## src/rtl/intc_claim_arb.sv

```systemverilog
`default_nettype none
// ============================================================================
//  Module   : intc_claim_arb
//  Purpose  : Interrupt claim/complete arbiter. Masks pending sources with a
//             per-source enable, excludes in-service sources, picks the
//             lowest-index eligible source and raises irq. A claim/complete
//             handshake tracks which sources are in service.
//  Ports    : clk, rst          - clock, synchronous active-high reset
//             int_pend_i        - level pending vector
//             int_en_i          - per-source enable mask
//             irq_o             - interrupt request to the core
//             claim_req_i       - single-cycle claim request
//             claim_valid_o     - claim response strobe (one cycle)
//             claim_hit_o       - 1 = a source was granted
//             claim_id_o        - granted source ID (0 when no hit)
//             cmpl_valid_i      - completion strobe
//             cmpl_id_i         - completed source ID
//             cmpl_err_o        - pulse on completion of a non-serviced source
//             in_service_o      - in-service bitmap
//             nout_o            - number of sources in service
//  Revision : 1.0 - initial release
// ============================================================================
module intc_claim_arb #(
  parameter int NSRC = 64,
  parameter int IDW  = 6
) (
  input  logic            clk,
  input  logic            rst,
  input  logic [NSRC-1:0] int_pend_i,
  input  logic [NSRC-1:0] int_en_i,
  output logic            irq_o,
  input  logic            claim_req_i,
  output logic            claim_valid_o,
  output logic            claim_hit_o,
  output logic [IDW-1:0]  claim_id_o,
  input  logic            cmpl_valid_i,
  input  logic [IDW-1:0]  cmpl_id_i,
  output logic            cmpl_err_o,
  output logic [NSRC-1:0] in_service_o,
  output logic [IDW:0]    nout_o
);

  typedef enum logic [0:0] {
    S_IDLE = 1'b0,
    S_RESP = 1'b1
  } state_t;

  state_t          state_q;
  logic            cand_valid_q;
  logic [IDW-1:0]  cand_id_q;
  logic [NSRC-1:0] in_service_q;
  logic [NSRC-1:0] in_service_d;
  logic [IDW:0]    nout_q;
  logic [IDW:0]    nout_d;
  logic            claim_valid_q;
  logic            claim_hit_q;
  logic [IDW-1:0]  claim_id_q;
  logic            cmpl_err_q;

  logic [NSRC-1:0] w_elig;
  logic            w_cand_valid;
  logic [IDW-1:0]  w_cand_id;
  logic            w_grant;
  logic [NSRC-1:0] w_set_mask;
  logic [NSRC-1:0] w_clr_mask;
  logic            w_cmpl_hit;

  // Lowest-index eligible source: scanning downward lets the last hit win.
  always_comb begin
    w_elig       = int_pend_i & int_en_i & ~in_service_q;
    w_cand_valid = 1'b0;
    w_cand_id    = '0;
    for (int i = NSRC - 1; i >= 0; i--) begin
      if (w_elig[i]) begin
        w_cand_valid = 1'b1;
        w_cand_id    = IDW'(i);
      end
    end
  end

  // Set/clear masks. IDs outside 0..NSRC-1 match no bit, so they count as
  // not in service and raise cmpl_err. A grant always wins over a clear of
  // the same bit; the granted bit cannot already be set, so such a
  // completion is spurious anyway.
  always_comb begin
    w_grant    = (state_q == S_IDLE) && claim_req_i && cand_valid_q;
    w_set_mask = '0;
    w_clr_mask = '0;
    w_cmpl_hit = 1'b0;
    for (int i = 0; i < NSRC; i++) begin
      if (w_grant && (cand_id_q == IDW'(i))) begin
        w_set_mask[i] = 1'b1;
      end
      if (cmpl_valid_i && (cmpl_id_i == IDW'(i))) begin
        w_clr_mask[i] = 1'b1;
        if (in_service_q[i]) begin
          w_cmpl_hit = 1'b1;
        end
      end
    end
    in_service_d = (in_service_q & ~w_clr_mask) | w_set_mask;
  end

  // Occupancy count: a simultaneous grant and valid completion cancel out.
  always_comb begin
    nout_d = nout_q;
    if (w_grant && !w_cmpl_hit && (nout_q != (IDW+1)'(NSRC))) begin
      nout_d = nout_q + (IDW+1)'(1);
    end else if (!w_grant && w_cmpl_hit && (nout_q != '0)) begin
      nout_d = nout_q - (IDW+1)'(1);
    end
  end

  always_ff @(posedge clk) begin
    if (rst) begin
      state_q       <= S_IDLE;
      cand_valid_q  <= 1'b0;
      cand_id_q     <= '0;
      in_service_q  <= '0;
      nout_q        <= '0;
      claim_valid_q <= 1'b0;
      claim_hit_q   <= 1'b0;
      claim_id_q    <= '0;
      cmpl_err_q    <= 1'b0;
    end else begin
      cand_valid_q  <= w_cand_valid;
      cand_id_q     <= w_cand_id;
      in_service_q  <= in_service_d;
      nout_q        <= nout_d;
      cmpl_err_q    <= cmpl_valid_i && !w_cmpl_hit;
      claim_valid_q <= 1'b0;
      case (state_q)
        S_IDLE: begin
          if (claim_req_i) begin
            // Grant is fixed here; later pend changes do not revoke it.
            claim_hit_q <= cand_valid_q;
            claim_id_q  <= cand_valid_q ? cand_id_q : '0;
            state_q     <= S_RESP;
          end
        end
        S_RESP: begin
          // Requests arriving here are dropped.
          claim_valid_q <= 1'b1;
          state_q       <= S_IDLE;
        end
        default: state_q <= S_IDLE;
      endcase
    end
  end

  assign irq_o         = cand_valid_q;
  assign claim_valid_o = claim_valid_q;
  assign claim_hit_o   = claim_hit_q;
  assign claim_id_o    = claim_id_q;
  assign cmpl_err_o    = cmpl_err_q;
  assign in_service_o  = in_service_q;
  assign nout_o        = nout_q;

endmodule
`default_nettype wire

```

## config.mk

```make
export PLATFORM = sky130hd
export DESIGN_NAME = intc_claim_arb
export DESIGN_NICKNAME = d
export VERILOG_FILES = /design/src/rtl/intc_claim_arb.sv
export SDC_FILE = /design/constraint.sdc
export NUM_CORES = 1
export LEC_CHECK = 0
export CAP_MARGIN = 15
export CORE_AREA = 2 2 135 137
export DETAILED_ROUTE_END_ITERATION = 12
export DIE_AREA = 0 0 137 139
export MAX_ROUTING_LAYER = met4
export SYNTH_ARGS = -nofsm -noshare
export SYNTH_HDL_FRONTEND = slang
export SYNTH_SLANG_ARGS = --single-unit
```

## constraint.sdc

```tcl
create_clock -name clk -period 9.2 [get_ports clk]
set_input_delay 1.84 -clock clk [delete_from_list [all_inputs] [get_ports clk]]
set_output_delay 1.84 -clock clk [all_outputs]
set_load 0.05 [all_outputs]
```

## Word-level counts from Yosys, hierarchy flattened

Index checks and enable logic that the tools add are counted.

| word-level totals | value |
|---|---|
| output and inout port bits | 81 |
| memory bits (writable) | 0 |
| memories kept | 0 |
| bits in latches | 0 |
| logic and storage cells | 687 |
| input bits | 138 |
| memory bits (read-only) | 0 |
| bits in registers | 88 |

| cells by class | value |
|---|---|
| div/mod/pow operators | 0 |
| add/sub/neg operators | 2 |
| equal/unequal tests | 127 |
| shift operators | 0 |
| $lt $le $gt $ge | 0 |
| bitwise operators | 7 |
| muxes and demuxes | 389 |
| reductions and logical operators | 148 |
| multipliers | 0 |

Operator list:

| operator | count |
|---|---|
| $eq 6x6->1 const B | 64 |
| $mux 1 | 323 |
| $mux 6 | 33 |
| $and 64x64->64 | 3 |
| $eq 6x5->1 const B | 32 |
| $logic_and 1x1->1 | 135 |
| $not 64->64 | 2 |
| $eq 6x4->1 const B | 16 |
| $mux 5 | 16 |
| $or 64x64->64 | 1 |
| $eq 6x3->1 const B | 8 |
| $reduce_or 33->1 | 1 |
| $mux 4 | 8 |
| $eq 6x2->1 const B | 4 |
| $reduce_or 17->1 | 1 |
| $mux 7 | 2 |
| $eq 6x1->1 const B | 2 |
| $logic_not 6->1 | 2 |
| $mux 3 | 4 |
| $reduce_or 9->1 | 1 |
| $add 7x1->7 const B | 1 |
| $ne 7x7->1 const B | 1 |
| $reduce_bool 7->1 | 1 |
| $sub 7x1->7 const B | 1 |
| 9 further kinds | 11 |

## Longest topological paths before layout

| logic depth | value |
|---|---|
| depth after elaboration | 133 |
| depth in mapped cells | 20 |
| gate-level depth less buffers | 17 |

## Worst setup path after synthesis

No wires, ideal clock.

| path | value |
|---|---|
| path type | input port to flip-flop |
| from | input port cmpl_id_i[1] |
| to | register nout_q[6] (netlist: nout_o[6]) |
| slack | 3996 ps |
| setup time | 92 ps |
| stages on the path | 17 |
| arrival | 5112 ps |
| data required time | 9108 ps |
| path through | mux2_2 > a221o_1 > o22a_1 > a211oi_1 > nand4_1 > or3_1 > buf_6 > nand2b_1 > ha_1 > nor2b_1 > o21ai_0 > nand2_1 > a21o_1 > a21oi_1 > nor3b_1 > mux2i_1 > o32ai_1 |

| between the ends | value |
|---|---|
| cells in the longest elaborated chain, start to end | 133 |

Ends and longest elaborated chain:

| element | line | text |
|---|---|---|
| start: declaration | 37 | `input logic [IDW-1:0] cmpl_id_i,` |
| $logic_not 6->1 | 94 | `if (cmpl_valid_i && (cmpl_id_i == IDW'(i))) begin` |
| $logic_and 1x1->1 | 94 |  |
| $mux 1 | 94 |  |
| $mux 1 | 96 | `if (in_service_q[i]) begin` |
| $mux 1 | 94 |  |
| $mux 1 | 96 |  |
| $mux 1 | 94 |  |
| $mux 1 | 96 |  |
| [... 116 more ...] | -- |  |
| $mux 1 | 94 |  |
| $mux 1 | 96 |  |
| $mux 1 | 94 |  |
| $mux 1 | 96 |  |
| $mux 1 * | 94 |  |
| $logic_not 1->1 | 107 | `if (w_grant && !w_cmpl_hit && (nout_q != (IDW+1)'(NSRC))) begin` |
| $logic_and 1x1->1 (2 in series) | 107 |  |
| $mux 7 or $reduce_bool 2->1 (tied branches) | -- |  |
| end signal: assignment | 129 | `nout_q <= nout_d;` |
| end: declaration | 53 | `logic [IDW:0] nout_q;` |

Every way passes the cells marked *; elsewhere a longest branch is shown, timed or not.
A chain may end at the register's enable or synchronous reset.

## Worst setup path after layout

Ends and elaborated chain as after synthesis.

==> metrics.md <==
| Metric | Value |
|---|---|
| Hold slack final | 0.4539 ns |
| Vias/cell | 5.558 |
| Post-Syn Area | 5529 um2 |
| Place WS | 2.426 ns |
| Minimum clock period | 6.519 ns |
| Max Slew Vio Count | 0 |
| Grt ovf | 0 |
| Final hold violations | 0 |
| R2R setup slack | roughly 5.0 ns |
| Post-DP HPWL | 20,210 um |
| I/O pins | around 220 |
| Crit-path slowest cell | clkdlybuf4s50_1 |
| Die area | 19,040 um2 |
| Synth-to-Final Area Change | 47.32% |
| Total Routing Usage GR | 0.2769 |
| Worst r2r path cells | 16 |
| # DRC | 0 |
| Core area | between 15,000 and 20,000 um2 |
| Kind of start point of the critical path | input port |
| Drt pass-1 iters | 5 |
| Setup crit start | cmpl_id_i[1] |
| Clock Skews | 0.01182 ns |
| Leak pwr | 0.002823 uW |
| Clock Sink Count | 88 |
| Crit path required time | 9.46 ns |
| Clk buf depth | 2 |
| # hold bufs at CTS | 0 |
| Placer Congestion | 0.9350 |
| Fmax | 0.1534 GHz |
| Clk root buf | clkbuf_16 |
| Floorplan row count | 49 |
| EDFF count, synth | 0 |
| R2r startpoint | in_service_o[48]$_SDFF_PP0_ |
| Post-route antenna net violation count | 0 |
| Yosys top cell area share | 0.3186 |
| Largest net degree at the start of global routing | 93 |
| Synth Net Count | 919 |
| Final period util | 0.7086 |
| Worst slew pin tran | 0.9621 ns |
| Vert. Die Dim | 139 um |
| Worst path max stage delay | 0.97 ns |
| Antenna violations before repair | 2 |
| Reg2Reg Capture Point | nout_o[6]$_SDFFE_PP0P_ |
| Die W | roughly 140 um |
| WS Path Type | input port to flop |
| Top cells by area, synth | dfxtp_1 (32%), nand2_1 (10%), o21ai_0 (8.4%) |
| Port bufs | 218 |
| Post_cts resized | 0 |
| First-pass GRT wire length | 38,190 um |
| Max cap viols | 0 |
| Setup bufs post-CTS | 0 |
| Layout cells sized above 1 | 0.04718 |
| Cells along the critical path | clkdlybuf4s50_1 -> nor2_1 -> a221o_1 -> o22a_1 -> a211oi_1 -> nand4_1 -> or3_1 -> nand2b_1 -> ha_1 -> nor2b_1 -> o21ai_0 -> nand2_1 -> a21o_1 -> a21oi_1 -> nor3b_1 -> mux2i_1 -> o32ai_1 |
| Max H-tree Level | 3 |
| Crit path DAT | about 6.8 ns |
| Commonest non-fill, non-tap cell in the layout | clkdlybuf4s50_1 |
| Synth warn | 0 |
| Synth Flop Type | dfxtp_1 |
| NumNets Final | 1,114 |
| RSZ-0062 raised after global routing | no |
| Flops & latches, synth | 88 |
| Cell variety after synth | 65 |
| Seq/Total Area, Yosys | 0.3186 |
| Worst-Skew Late Latency | 0.36 ns |
| Crit. End Element | flop |
| Rel. slew slack | 0.3586 |
| Fin Setup TNS | 0 ns |
| Worst-path clk slew | 0.07 ns |
| TritonCTS clock tree | built |
| 1st-iter DRT viols | 520 |
| Routed WL per cell | 21.56 um |
| Avg Inst Size Synth | 7.134 um2 |
| TritonCTS buffer count | 9 |
| End of the critical path | nout_o[6]$_SDFFE_PP0P_ |
| Worst Path Max Fanout | 21 |
| Synth Instances | roughly 780 |
| Peak supply drop | 78.43 uV |
| Largest area contributor in the netlist | dfxtp_1 |
| Worst Hold Class | flop to flop |
| Setup violators final | 0 |
| Ant diodes | 0 |
| Outcome | finished, final reports clean |
| Via count | 6,692 |
| Detailed Route WL | 25,950 um |
| Power density cells | around 120 nW/um2 |
| Post-synth ARST share | 0 |
| Vias in the first global route | 6,316 |
| Initial Util | 0.3131 |
| Final WS setup | 2.681 ns |
| Commonest cells after routing, fill and taps aside | clkdlybuf4s50_1 (217), nand2_1 (148), o21ai_0 (93) |
synth_stat cells (all sizes together), types with 7 or more instances:
master	count
and2	8
nor2b	16
nand3	21
nor3	19
nor2	56
mux2	13
nand2b	10
buf	12
nor3b	7
o21ai	93
and3b	7
nand3b	49
dfxtp	88
inv	13
a31oi	10
a21oi	90
clkbuf	27
mux2i	7
nand2	148
cells by family after synthesis:
kind of cell             after synthesis  synth area share
XOR/XNOR                               3          0.004753
buffers and inverters                 52           0.04028
multiplexers                          20           0.04141
AND/OR/NAND/NOR                      367            0.3333
AO/OA/AOI/OAI                        239            0.2467
adder cells (fa/ha/maj)                6           0.01494
flip-flops                            88            0.3186
registers in the layout, summed over array words and instances, names as in the netlist:
name and count:
in_service_o 64, state_q 1, irq_o 1, claim_hit_o 1
claim_id_o 6, cand_id_q 6, nout_o 7, claim_valid_o 1
cmpl_err_o 1
how the worst min path moves through the flow:
stage / from / to / slack [ns] / depth (start not counted)
final: claim_id_o[1]$_SDFFE_PP0P_ / claim_id_o[1]$_SDFFE_PP0P_ / 0.45 / 2
after global placement: claim_id_o[1]$_SDFFE_PP0P_ / claim_id_o[1]$_SDFFE_PP0P_ / 0.45 / 2
after detailed placement: claim_id_o[1]$_SDFFE_PP0P_ / claim_id_o[1]$_SDFFE_PP0P_ / 0.45 / 2
after floorplan: state_q$_SDFF_PP0_ / claim_valid_o$_SDFF_PP0_ / 0.45 / 1
after global routing: claim_id_o[1]$_SDFFE_PP0P_ / claim_id_o[1]$_SDFFE_PP0P_ / 0.48 / 2
after CTS: claim_id_o[1]$_SDFFE_PP0P_ / claim_id_o[1]$_SDFFE_PP0P_ / 0.46 / 2
area by class of cell:
| type | count | area (um2) |
|---|---|---|
| timing repair buffer | 223 | 2215 |
| clock buffer | 9 | 225.2 |
| sequential | 88 | 1762 |
| tap | 229 | 286.5 |
| multi-input combinational | 635 | 3545 |
| clock inverter | 7 | 63.81 |
| fill | 1849 | 9512 |
| inverter | 13 | 48.80 |
where the power goes:
part / leakage (uW) / total [uW] / switching (uW) / internal, uW
logic: 0.00197 / 243 / 130 / 113
clock network: 0.000142 / 369 / 180 / 189
registers: 0.000712 / 402 / 12.7 / 389
total: 0.00282 / 1010 / 323 / 691
worst max-delay path, delay by kind of cell:
family | cells | cell delay [ns]
and+or+nand+nor | 7 | 1.85
AOI/OAI and AO/OA | 7 | 1.64
adders and majority gates | 1 | 0.36
muxes | 1 | 0.10
buffers and inverters | 1 | 0.97
layer usage:
metal  vias up  wire (um)  track usage
met5         -          0            -
met4         0        578      0.08356
met1      3140      11190       0.3712
met2       343      11560       0.4156
met3        44       2630      0.05958
li1       3165          -            -
metrics by stage:
| stage | cell area [um2] | power (uW) | instances | utilization |
|---|---|---|---|---|
| floorplan | 5529 | 542.1 | 775 | - |
| global placement | 7856 | 649.7 | 1188 | 0.4449 |
| detailed placement | 7856 | 650.6 | 1188 | 0.4449 |
| CTS | 8145 | 1013 | 1204 | 0.4613 |
| global route | 8145 | 1052 | 1204 | 0.4613 |
| finish | 8145 | 1013 | 1204 | 0.4613 |
Note: power is estimated with default switching activity, not from simulation.
